===== config.mk =====
export PLATFORM = sky130hd
export DESIGN_NAME = pipelined_control_unit
export DESIGN_NICKNAME = d
export VERILOG_FILES = /design/src/rtl/pipelined_control_unit.sv
export SDC_FILE = /design/constraint.sdc
export NUM_CORES = 1
export LEC_CHECK = 0
export ABC_AREA = 0
export CORE_ASPECT_RATIO = 0.5
export CORE_MARGIN = 2
export CORE_UTILIZATION = 43
export CTS_CLUSTER_DIAMETER = 30
export DETAILED_ROUTE_END_ITERATION = 12
export GPL_ROUTABILITY_DRIVEN = 0
export PLACE_DENSITY = 0.79
export SLEW_MARGIN = 10
export SYNTH_ARGS = -nofsm -noshare
export SYNTH_HDL_FRONTEND = slang
export SYNTH_SLANG_ARGS = --single-unit

===== constraint.sdc =====
create_clock -name clk -period 2.8 [get_ports clk]
set_clock_uncertainty 0.2 [all_clocks]
set_input_delay 0.56 -clock clk [delete_from_list [all_inputs] [get_ports clk]]
set_output_delay 0.56 -clock clk [all_outputs]
set_load 0.05 [all_outputs]

===== src/rtl/pipelined_control_unit.sv =====
// Decode stage and ID/EX control register for the RV32I/RV32E pipeline.
// Handles the fetch handshake, load-use stall bubbles, redirect flush and illegal flagging.
module pipelined_control_unit #(
    parameter int REG_ADDR_W   = 5,
    parameter int LOAD_LATENCY = 1
) (
    input  logic                  clk,
    input  logic                  rst_n,
    input  logic [31:0]           instr_i,
    input  logic                  in_valid_i,
    output logic                  in_ready_o,
    input  logic                  flush_i,
    output logic                  out_valid_o,
    output logic [REG_ADDR_W-1:0] rs1_o,
    output logic [REG_ADDR_W-1:0] rs2_o,
    output logic [REG_ADDR_W-1:0] rd_o,
    output logic                  write_o,
    output logic                  store_o,
    output logic                  load_o,
    output logic                  branch_o,
    output logic [1:0]            alu_a_sel_o,
    output logic                  alu_b_sel_o,
    output logic [1:0]            imm_sel_o,
    output logic [1:0]            next_pc_sel_o,
    output logic [3:0]            alu_op_o,
    output logic [2:0]            funct3_o,
    output logic                  illegal_o
);

    localparam logic [6:0] OP_R      = 7'b0110011;
    localparam logic [6:0] OP_IMM    = 7'b0010011;
    localparam logic [6:0] OP_LOAD   = 7'b0000011;
    localparam logic [6:0] OP_STORE  = 7'b0100011;
    localparam logic [6:0] OP_BRANCH = 7'b1100011;
    localparam logic [6:0] OP_JAL    = 7'b1101111;
    localparam logic [6:0] OP_JALR   = 7'b1100111;
    localparam logic [6:0] OP_LUI    = 7'b0110111;
    localparam logic [6:0] OP_AUIPC  = 7'b0010111;

    localparam logic [3:0] ALU_ADD    = 4'd0;
    localparam logic [3:0] ALU_SUB    = 4'd1;
    localparam logic [3:0] ALU_SLL    = 4'd2;
    localparam logic [3:0] ALU_SLT    = 4'd3;
    localparam logic [3:0] ALU_SLTU   = 4'd4;
    localparam logic [3:0] ALU_XOR    = 4'd5;
    localparam logic [3:0] ALU_SRL    = 4'd6;
    localparam logic [3:0] ALU_SRA    = 4'd7;
    localparam logic [3:0] ALU_OR     = 4'd8;
    localparam logic [3:0] ALU_AND    = 4'd9;
    localparam logic [3:0] ALU_PASS_B = 4'd15;

    // Counter holds the stalled edges still owed after the one that detected the hazard.
    localparam logic [1:0] STALL_INIT = 2'(LOAD_LATENCY - 1);

    typedef struct packed {
        logic [REG_ADDR_W-1:0] rs1;
        logic [REG_ADDR_W-1:0] rs2;
        logic [REG_ADDR_W-1:0] rd;
        logic                  write;
        logic                  store;
        logic                  load;
        logic                  branch;
        logic [1:0]            a_sel;
        logic                  b_sel;
        logic [1:0]            imm_sel;
        logic [1:0]            npc_sel;
        logic [3:0]            alu_op;
        logic [2:0]            funct3;
        logic                  illegal;
    } ctrl_t;

    ctrl_t      dec;
    ctrl_t      bundle_q;
    logic       use_rs1;
    logic       use_rs2;
    logic       use_rd;
    logic       known_op;
    logic       rv32e_bad;
    logic       hazard;
    logic       accept;
    logic [1:0] stall_cnt;
    logic       unused_instr;

    assign unused_instr = ^{instr_i[31], instr_i[29:25]};

    function automatic logic [3:0] alu_from_funct3(input logic [2:0] f3, input logic alt,
                                                   input logic sub_ok);
        logic [3:0] op;
        case (f3)
            3'b000:  op = (alt && sub_ok) ? ALU_SUB : ALU_ADD;
            3'b001:  op = ALU_SLL;
            3'b010:  op = ALU_SLT;
            3'b011:  op = ALU_SLTU;
            3'b100:  op = ALU_XOR;
            3'b101:  op = alt ? ALU_SRA : ALU_SRL;
            3'b110:  op = ALU_OR;
            default: op = ALU_AND;
        endcase
        return op;
    endfunction

    always_comb begin
        dec        = '0;
        use_rs1    = 1'b0;
        use_rs2    = 1'b0;
        use_rd     = 1'b0;
        known_op   = 1'b1;
        dec.rs1    = instr_i[15 +: REG_ADDR_W];
        dec.rs2    = instr_i[20 +: REG_ADDR_W];
        dec.rd     = instr_i[7 +: REG_ADDR_W];
        dec.funct3 = instr_i[14:12];
        case (instr_i[6:0])
            OP_R: begin
                dec.write  = 1'b1;
                dec.alu_op = alu_from_funct3(instr_i[14:12], instr_i[30], 1'b1);
                use_rs1    = 1'b1;
                use_rs2    = 1'b1;
                use_rd     = 1'b1;
            end
            OP_IMM: begin
                dec.write  = 1'b1;
                dec.b_sel  = 1'b1;
                dec.alu_op = alu_from_funct3(instr_i[14:12], instr_i[30], 1'b0);
                use_rs1    = 1'b1;
                use_rd     = 1'b1;
            end
            OP_LOAD: begin
                dec.write = 1'b1;
                dec.load  = 1'b1;
                dec.b_sel = 1'b1;
                use_rs1   = 1'b1;
                use_rd    = 1'b1;
            end
            OP_STORE: begin
                dec.store   = 1'b1;
                dec.b_sel   = 1'b1;
                dec.imm_sel = 2'd1;
                use_rs1     = 1'b1;
                use_rs2     = 1'b1;
            end
            OP_BRANCH: begin
                dec.branch  = 1'b1;
                dec.imm_sel = 2'd3;
                dec.npc_sel = 2'd2;
                dec.alu_op  = ALU_SUB;
                use_rs1     = 1'b1;
                use_rs2     = 1'b1;
            end
            OP_JAL: begin
                dec.write   = 1'b1;
                dec.a_sel   = 2'd1;
                dec.imm_sel = 2'd3;
                dec.npc_sel = 2'd3;
                use_rd      = 1'b1;
            end
            OP_JALR: begin
                dec.write   = 1'b1;
                dec.a_sel   = 2'd1;
                dec.npc_sel = 2'd1;
                use_rs1     = 1'b1;
                use_rd      = 1'b1;
            end
            OP_LUI: begin
                dec.write   = 1'b1;
                dec.b_sel   = 1'b1;
                dec.imm_sel = 2'd2;
                dec.alu_op  = ALU_PASS_B;
                use_rd      = 1'b1;
            end
            OP_AUIPC: begin
                dec.write   = 1'b1;
                dec.a_sel   = 2'd2;
                dec.b_sel   = 1'b1;
                dec.imm_sel = 2'd2;
                use_rd      = 1'b1;
            end
            default: known_op = 1'b0;
        endcase
        // RV32E only has x0..x15: the top bit of any register field the format uses must be clear.
        rv32e_bad = (REG_ADDR_W < 5) &&
                    ((use_rd && instr_i[11]) || (use_rs1 && instr_i[19]) || (use_rs2 && instr_i[24]));
        if (!known_op || rv32e_bad) begin
            dec         = '0;
            dec.illegal = 1'b1;
            use_rs1     = 1'b0;
            use_rs2     = 1'b0;
        end
    end

    assign hazard = in_valid_i && out_valid_o && bundle_q.load && (bundle_q.rd != '0) &&
                    (stall_cnt == '0) &&
                    ((use_rs1 && (dec.rs1 == bundle_q.rd)) || (use_rs2 && (dec.rs2 == bundle_q.rd)));

    assign in_ready_o = rst_n && !hazard && (stall_cnt == '0) && !flush_i;
    assign accept     = in_valid_i && in_ready_o;

    always_ff @(posedge clk or negedge rst_n) begin
        if (!rst_n) begin
            stall_cnt <= '0;
        end else if (flush_i) begin
            stall_cnt <= '0;
        end else if (hazard) begin
            stall_cnt <= STALL_INIT;
        end else if (stall_cnt != '0) begin
            stall_cnt <= stall_cnt - 2'd1;
        end
    end

    always_ff @(posedge clk or negedge rst_n) begin
        if (!rst_n) begin
            bundle_q    <= '0;
            out_valid_o <= 1'b0;
        end else if (accept) begin
            bundle_q    <= dec;
            out_valid_o <= 1'b1;
        end else begin
            bundle_q    <= '0;
            out_valid_o <= 1'b0;
        end
    end

    assign rs1_o         = bundle_q.rs1;
    assign rs2_o         = bundle_q.rs2;
    assign rd_o          = bundle_q.rd;
    assign write_o       = bundle_q.write;
    assign store_o       = bundle_q.store;
    assign load_o        = bundle_q.load;
    assign branch_o      = bundle_q.branch;
    assign alu_a_sel_o   = bundle_q.a_sel;
    assign alu_b_sel_o   = bundle_q.b_sel;
    assign imm_sel_o     = bundle_q.imm_sel;
    assign next_pc_sel_o = bundle_q.npc_sel;
    assign alu_op_o      = bundle_q.alu_op;
    assign funct3_o      = bundle_q.funct3;
    assign illegal_o     = bundle_q.illegal;

endmodule

Word level (Yosys, flattened, before mapping)

Cells that the tools add are included.

Mux-type cells: 24
Add/subtract/negate cells: 1
Eq/ne operators: 17
Reduce and logical (&&, ||, !) cells: 27

Operators by type and width:

| cell                                                             | number |
|---|---|
| 34-bit two-way mux                                               | 2 |
| 4-bit one-hot mux with 7 select lines                            | 2 |
| 7-bit by 6-bit == test with 1-bit output (second input constant) | 3 |
| 7-bit == test (second input constant)                            | 3 |
| 4-bit one-hot mux with 4 select lines                            | 1 |
| 7-bit by 5-bit == test with 1-bit output (second input constant) | 2 |
| 1-bit two-way mux                                                | 13 |
| 2-bit one-hot mux with 3 select lines                            | 2 |
| 1-bit logical AND                                                | 11 |
| 5-bit == test                                                    | 2 |
| 3-bit == test (second input constant)                            | 3 |
| 9-bit OR reduction                                               | 1 |
| 7-bit by 2-bit == test with 1-bit output (second input constant) | 1 |
| 7-bit OR reduction                                               | 1 |
| 3-bit by 2-bit == test with 1-bit output (second input constant) | 2 |
| 2-bit two-way mux                                                | 3 |
| 2-bit OR reduction                                               | 3 |
| 6-bit OR reduction                                               | 1 |
| 5-bit nonzero test                                               | 1 |
| 5-bit OR reduction                                               | 1 |
| 2-bit one-hot mux with 2 select lines                            | 1 |
| 3-bit by 1-bit == test with 1-bit output (second input constant) | 1 |
| 3-bit zero test                                                  | 1 |
| 3-bit nonzero test                                               | 1 |
| other kinds (6)                                                  | 7 |

Bits of input ports: 36
Flip-flop bits (word level): 37
Word-level logic and storage cells: 85

Logic depth before layout (Yosys ltp)

Depth in word-level cells: 14
Mapped depth: 8
Mapped depth without buffers: 7

Worst setup path after synthesis

Ideal clock, no wire load.

Path type: input port to output port
From: input instr_i[6]
To: output in_ready_o
Path slack: -0.309 ns
Cell stages on the path: 6
Arrival time: 2.349 ns
Cell sequence: buf_2 nor2b_1 o41ai_1 a21oi_1 o31ai_1 a31oi_1

Longest elaborated chain between the ends: 12

RTL lines:

| what                                                             | RTL line | source |
|---|---|---|
| start: declaration                                               | 9        | `input logic [31:0] instr_i,` |
| 7-bit by 5-bit == test with 1-bit output (tied with other cells) | n/a      |  |
| 9-bit OR reduction (no line)                                     | n/a      |  |
| 1-bit two-way mux                                                | 112      | `case (instr_i[6:0])` |
| 34-bit two-way mux                                               | 182      | `if (!known_op \|\| rv32e_bad) begin` |
| 5-bit == test                                                    | 192      | `((use_rs1 && (dec.rs1 == bundle_q.rd)) \|\| (use_rs2 && (dec.rs2 == bundle_q.rd)));` |
| 1-bit logical AND                                                | 192      |  |
| 1-bit logical OR *                                               | 192      |  |
| 1-bit logical AND *                                              | 191      | `(stall_cnt == '0) &&` |
| 1-bit zero test *                                                | 194      | `assign in_ready_o = rst_n && !hazard && (stall_cnt == '0) && !flush_i;` |
| 1-bit logical AND * (3 in a row)                                 | 194      |  |
| end: declaration                                                 | 11       | `output logic in_ready_o,` |

Every way passes the cells marked *; elsewhere a longest branch is shown, timed or not.

Worst setup path in the final report

From: input instr_i[3]
To: output in_ready_o

The elaborated chain is that of the path after synthesis.

==> results.toml <==
[layout]
area_growth_pct = 54.02
drive_above_1_share = 0.2250
layout_commonest_cell = "clkdlybuf4s50_1"
fin_util = 0.7093
multi_input_area_um2 = 889.6
final_cell_mix = "clkdlybuf4s50_1, dfrtp_1, buf_4, nor3_1, nand2_1"
final_area_mm2 = 0.002854
nets = 316
n_fill_cell = 299
diodes = 0
layout.area.seq_um2 = 928.4

[timing]
timing.setup.tns_ns = -0.1634
setup_viol = 1
finalHoldViolations = 0
layout_setup_ws_ns = -0.1634
max_freq_mhz = 337.5
report.final.slew_viol_count = 0
rsz0062_at_grt = "yes"
worst_pin_slew_ns = 0.5172
min_period_over_period = 1.058
maxSlewHeadroom = 0.6541
fin_crit_ns = 2.963

[global_route]
groute.usage.overall = 0.2280
grt_max_degree = 34
grt_pass1_vias = 1817
grt_first_pass_wirelength_um = 8583
grt_overflow = 0
antenna_found_initial = 0

[critical_path]
reg2reg_depth = 7
cp.required_ns = 2.04
cp.arrival_ns = 2.20
r2r-end = "rd_o[0]$_DFF_PN0_"
crit_fanout = 2
reg2reg_slack_ns = 0.30
startpoint_type = "primary input"
setup.worst_path.class = "primary input to output pin"
critPathCaptureType = "output pin"
crit_top_cell = "or3_4"
crit_path_end = "in_ready_o"
max_stage_delay_ns = 0.42
cp.depth = 8
crit_path_start = "instr_i[3]"
crit_buf_inv = 3
crit_chain = "buf_2 -> nand3b_4 -> or3_4 -> or3_4 -> o31ai_2 -> buf_4 -> a31oi_4 -> buf_6"
cp_top_family = "simple AND/OR/NAND/NOR gates"
slowest_stage = "or3_4"
rr_startpoint = "rd_o[1]$_DFF_PN0_"

[routing]
wl_per_cell_um = 15.52
routed_wirelength_um = 5185
drc = 0
vias = 1796
drt-initial-drc-count = 132
drtPass1Iterations = 4
viasPerCell = 5.377
ant_nets = 0

[power_and_ir_drop]
cellPowerDensity_mw_per_mm2 = 409.2
p_leak_nw = 1.246
p_int_mw = 0.8368
swShare = 0.2835
clockPowerShare = 0.304
total_power_mw = 1.168
p_comb_frac = 0.218
peakVddDrop_mv = 0.2076
power_switching_mw = 0.3310
pwr-share-seq = 0.478

[logic_synthesis]
async_reset_ff_frac = 1.000
synth_cells = 185
synthDominantCellAreaShare = 0.4997
synth_seq_area_share = 0.4997
syn_area_mm2 = 0.001853
yosysTopAreaCell = "dfrtp_1"
yosys-top-cells-area = "dfrtp_1, nor3_1, nand2_1, xor2_1, buf_6"
syn_area_per_cell_um2 = 10.02
syn_nets = 222
ys_types = 45
synthFlopType = "dfrtp_1"
synth_edf_count = 0
ys_ff_latch = 37
ys.warnings.count = 0

[floorplanning]
die_w_um = 96.84
rows = 16
num_io_pins = 72
die_h_um = 50.42
coreArea_mm2 = 0.004024
start_util = 0.4605
design.die.area_mm2 = 0.004882

[place]
placed_cell_area_mm2 = 0.002735
numPortBuffers = 65
hpwl_um = 3864

[clocking]
clock_latency_ns = 0.29
cts_buffers = 5
ctsHoldBuffers = 0
htreeDepth = 2
cts.clk_slew.worst_paths_ns = 0.07
cts_tree = "built"
clockBufferDepth = 2
clockRootBuffer = "clkbuf_8"
numClockSinks = 37

[job]
drv_cap = 0

[hold_path]
min_path_type = "primary input to async pin"

[outcome]
status = "complete, but fails checks"
violations = "setup timing"
[worst register-to-register path, cell delays in order (launching register included)]
cell and delay [ns]:
dfrtp_2 0.42, xor2_1 0.14, or3_4 0.38, or3_4 0.42
buf_4 0.15, o41ai_4 0.31, buf_4 0.28, nor3_1 0.08
[cells in the mapped netlist (2+ instances only)]
library cell	instances
o21a_1	2
dfrtp_1	37
buf_2	3
o21ai_0	3
nand3_1	4
xor2_1	7
nor3_1	24
a211oi_1	4
a21oi_1	6
xnor2_1	2
o22a_1	2
nand2_1	25
o211a_1	2
o2111ai_1	2
clkbuf_1	5
nor4_1	6
a31oi_1	2
nand3b_1	2
buf_6	4
or4_1	2
nor2_1	8
or3_1	2
nor2b_1	2
nand2b_1	4
inv_1	5
[state kept, by name, indices dropped and copies added (netlist names)]
signal / flops
next_pc_sel_o: 2
out_valid_o: 1
alu_a_sel_o: 2
funct3_o: 3
rs2_o: 5
write_o: 1
alu_op_o: 4
rs1_o: 5
rd_o: 5
stall_cnt: 2
imm_sel_o: 2
load_o: 1
branch_o: 1
alu_b_sel_o: 1
store_o: 1
illegal_o: 1
[cell type report]
cell class,instances,share of cell area
flip-flops and latches,37,0.3253
multi-input cells,131,0.3117
repair buffers,99,0.3047
clock buffers,8,0.02806
well taps,54,0.02367
inverters,5,0.006576
[per-stage QoR]
stage | cells | setup slack (ns) | hold WS [ns]
6_report | 334 | -0.1634 | 0.05449
5_1_grt | 334 | -0.2270 | 0.07063
4_1_cts | 334 | -0.1940 | 0.06241
3_5_place_dp | 323 | -0.5257 | 0.3675
3_3_place_gp | 323 | -0.4892 | 0.3702
2_1_floorplan | 185 | 0.03897 | 0.06441
[routing by layer]
metal / part of all wire / routed length, um / track usage
met1: 0.41 / 2119 / 0.2737
met2: 0.49 / 2563 / 0.3935
met3: 0.077 / 401 / 0.06267
met4: 0.020 / 102 / 0.09859
met5: 0 / 0 / 0
[logic make-up after synthesis]
family | Yosys count | share of synthesized area
fa+ha+maj | 1 | 0.006751
mux | 1 | 0.006077
buf+inv | 17 | 0.05267
simple gates | 87 | 0.2498
compound gates | 33 | 0.1425
xor+xnor | 9 | 0.04254
flops | 37 | 0.4997
[power groups by stage]
stage | registers, mW | logic [mW] | clock network (mW)
2_1_floorplan | 0.588 | 0.112 | 0
3_3_place_gp | 0.567 | 0.245 | 0
3_5_place_dp | 0.568 | 0.252 | 0
4_1_cts | 0.558 | 0.256 | 0.356
5_1_grt | 0.559 | 0.279 | 0.391
6_report | 0.558 | 0.255 | 0.355
[worst min path at each step]
stage | endpoint | startpoint | cells past startpoint | slack [ns]
floorplan | alu_a_sel_o[0]$_DFF_PN0_ | rst_n | 0 | 0.06
global placement | rs1_o[4]$_DFF_PN0_ | rst_n | 2 | 0.37
detailed placement | alu_a_sel_o[0]$_DFF_PN0_ | rst_n | 2 | 0.37
CTS | rs1_o[4]$_DFF_PN0_ | rst_n | 2 | 0.06
global route | rs1_o[4]$_DFF_PN0_ | rst_n | 2 | 0.07
finish | load_o$_DFF_PN0_ | rst_n | 2 | 0.05
[what timing repair did]
item	in CTS	in global routing
gates resized for setup	31	2
endpoints found under the setup margin	31	1
buffers inserted	3	0
pin swaps	6	4
Power figures use the tool's default switching activity.
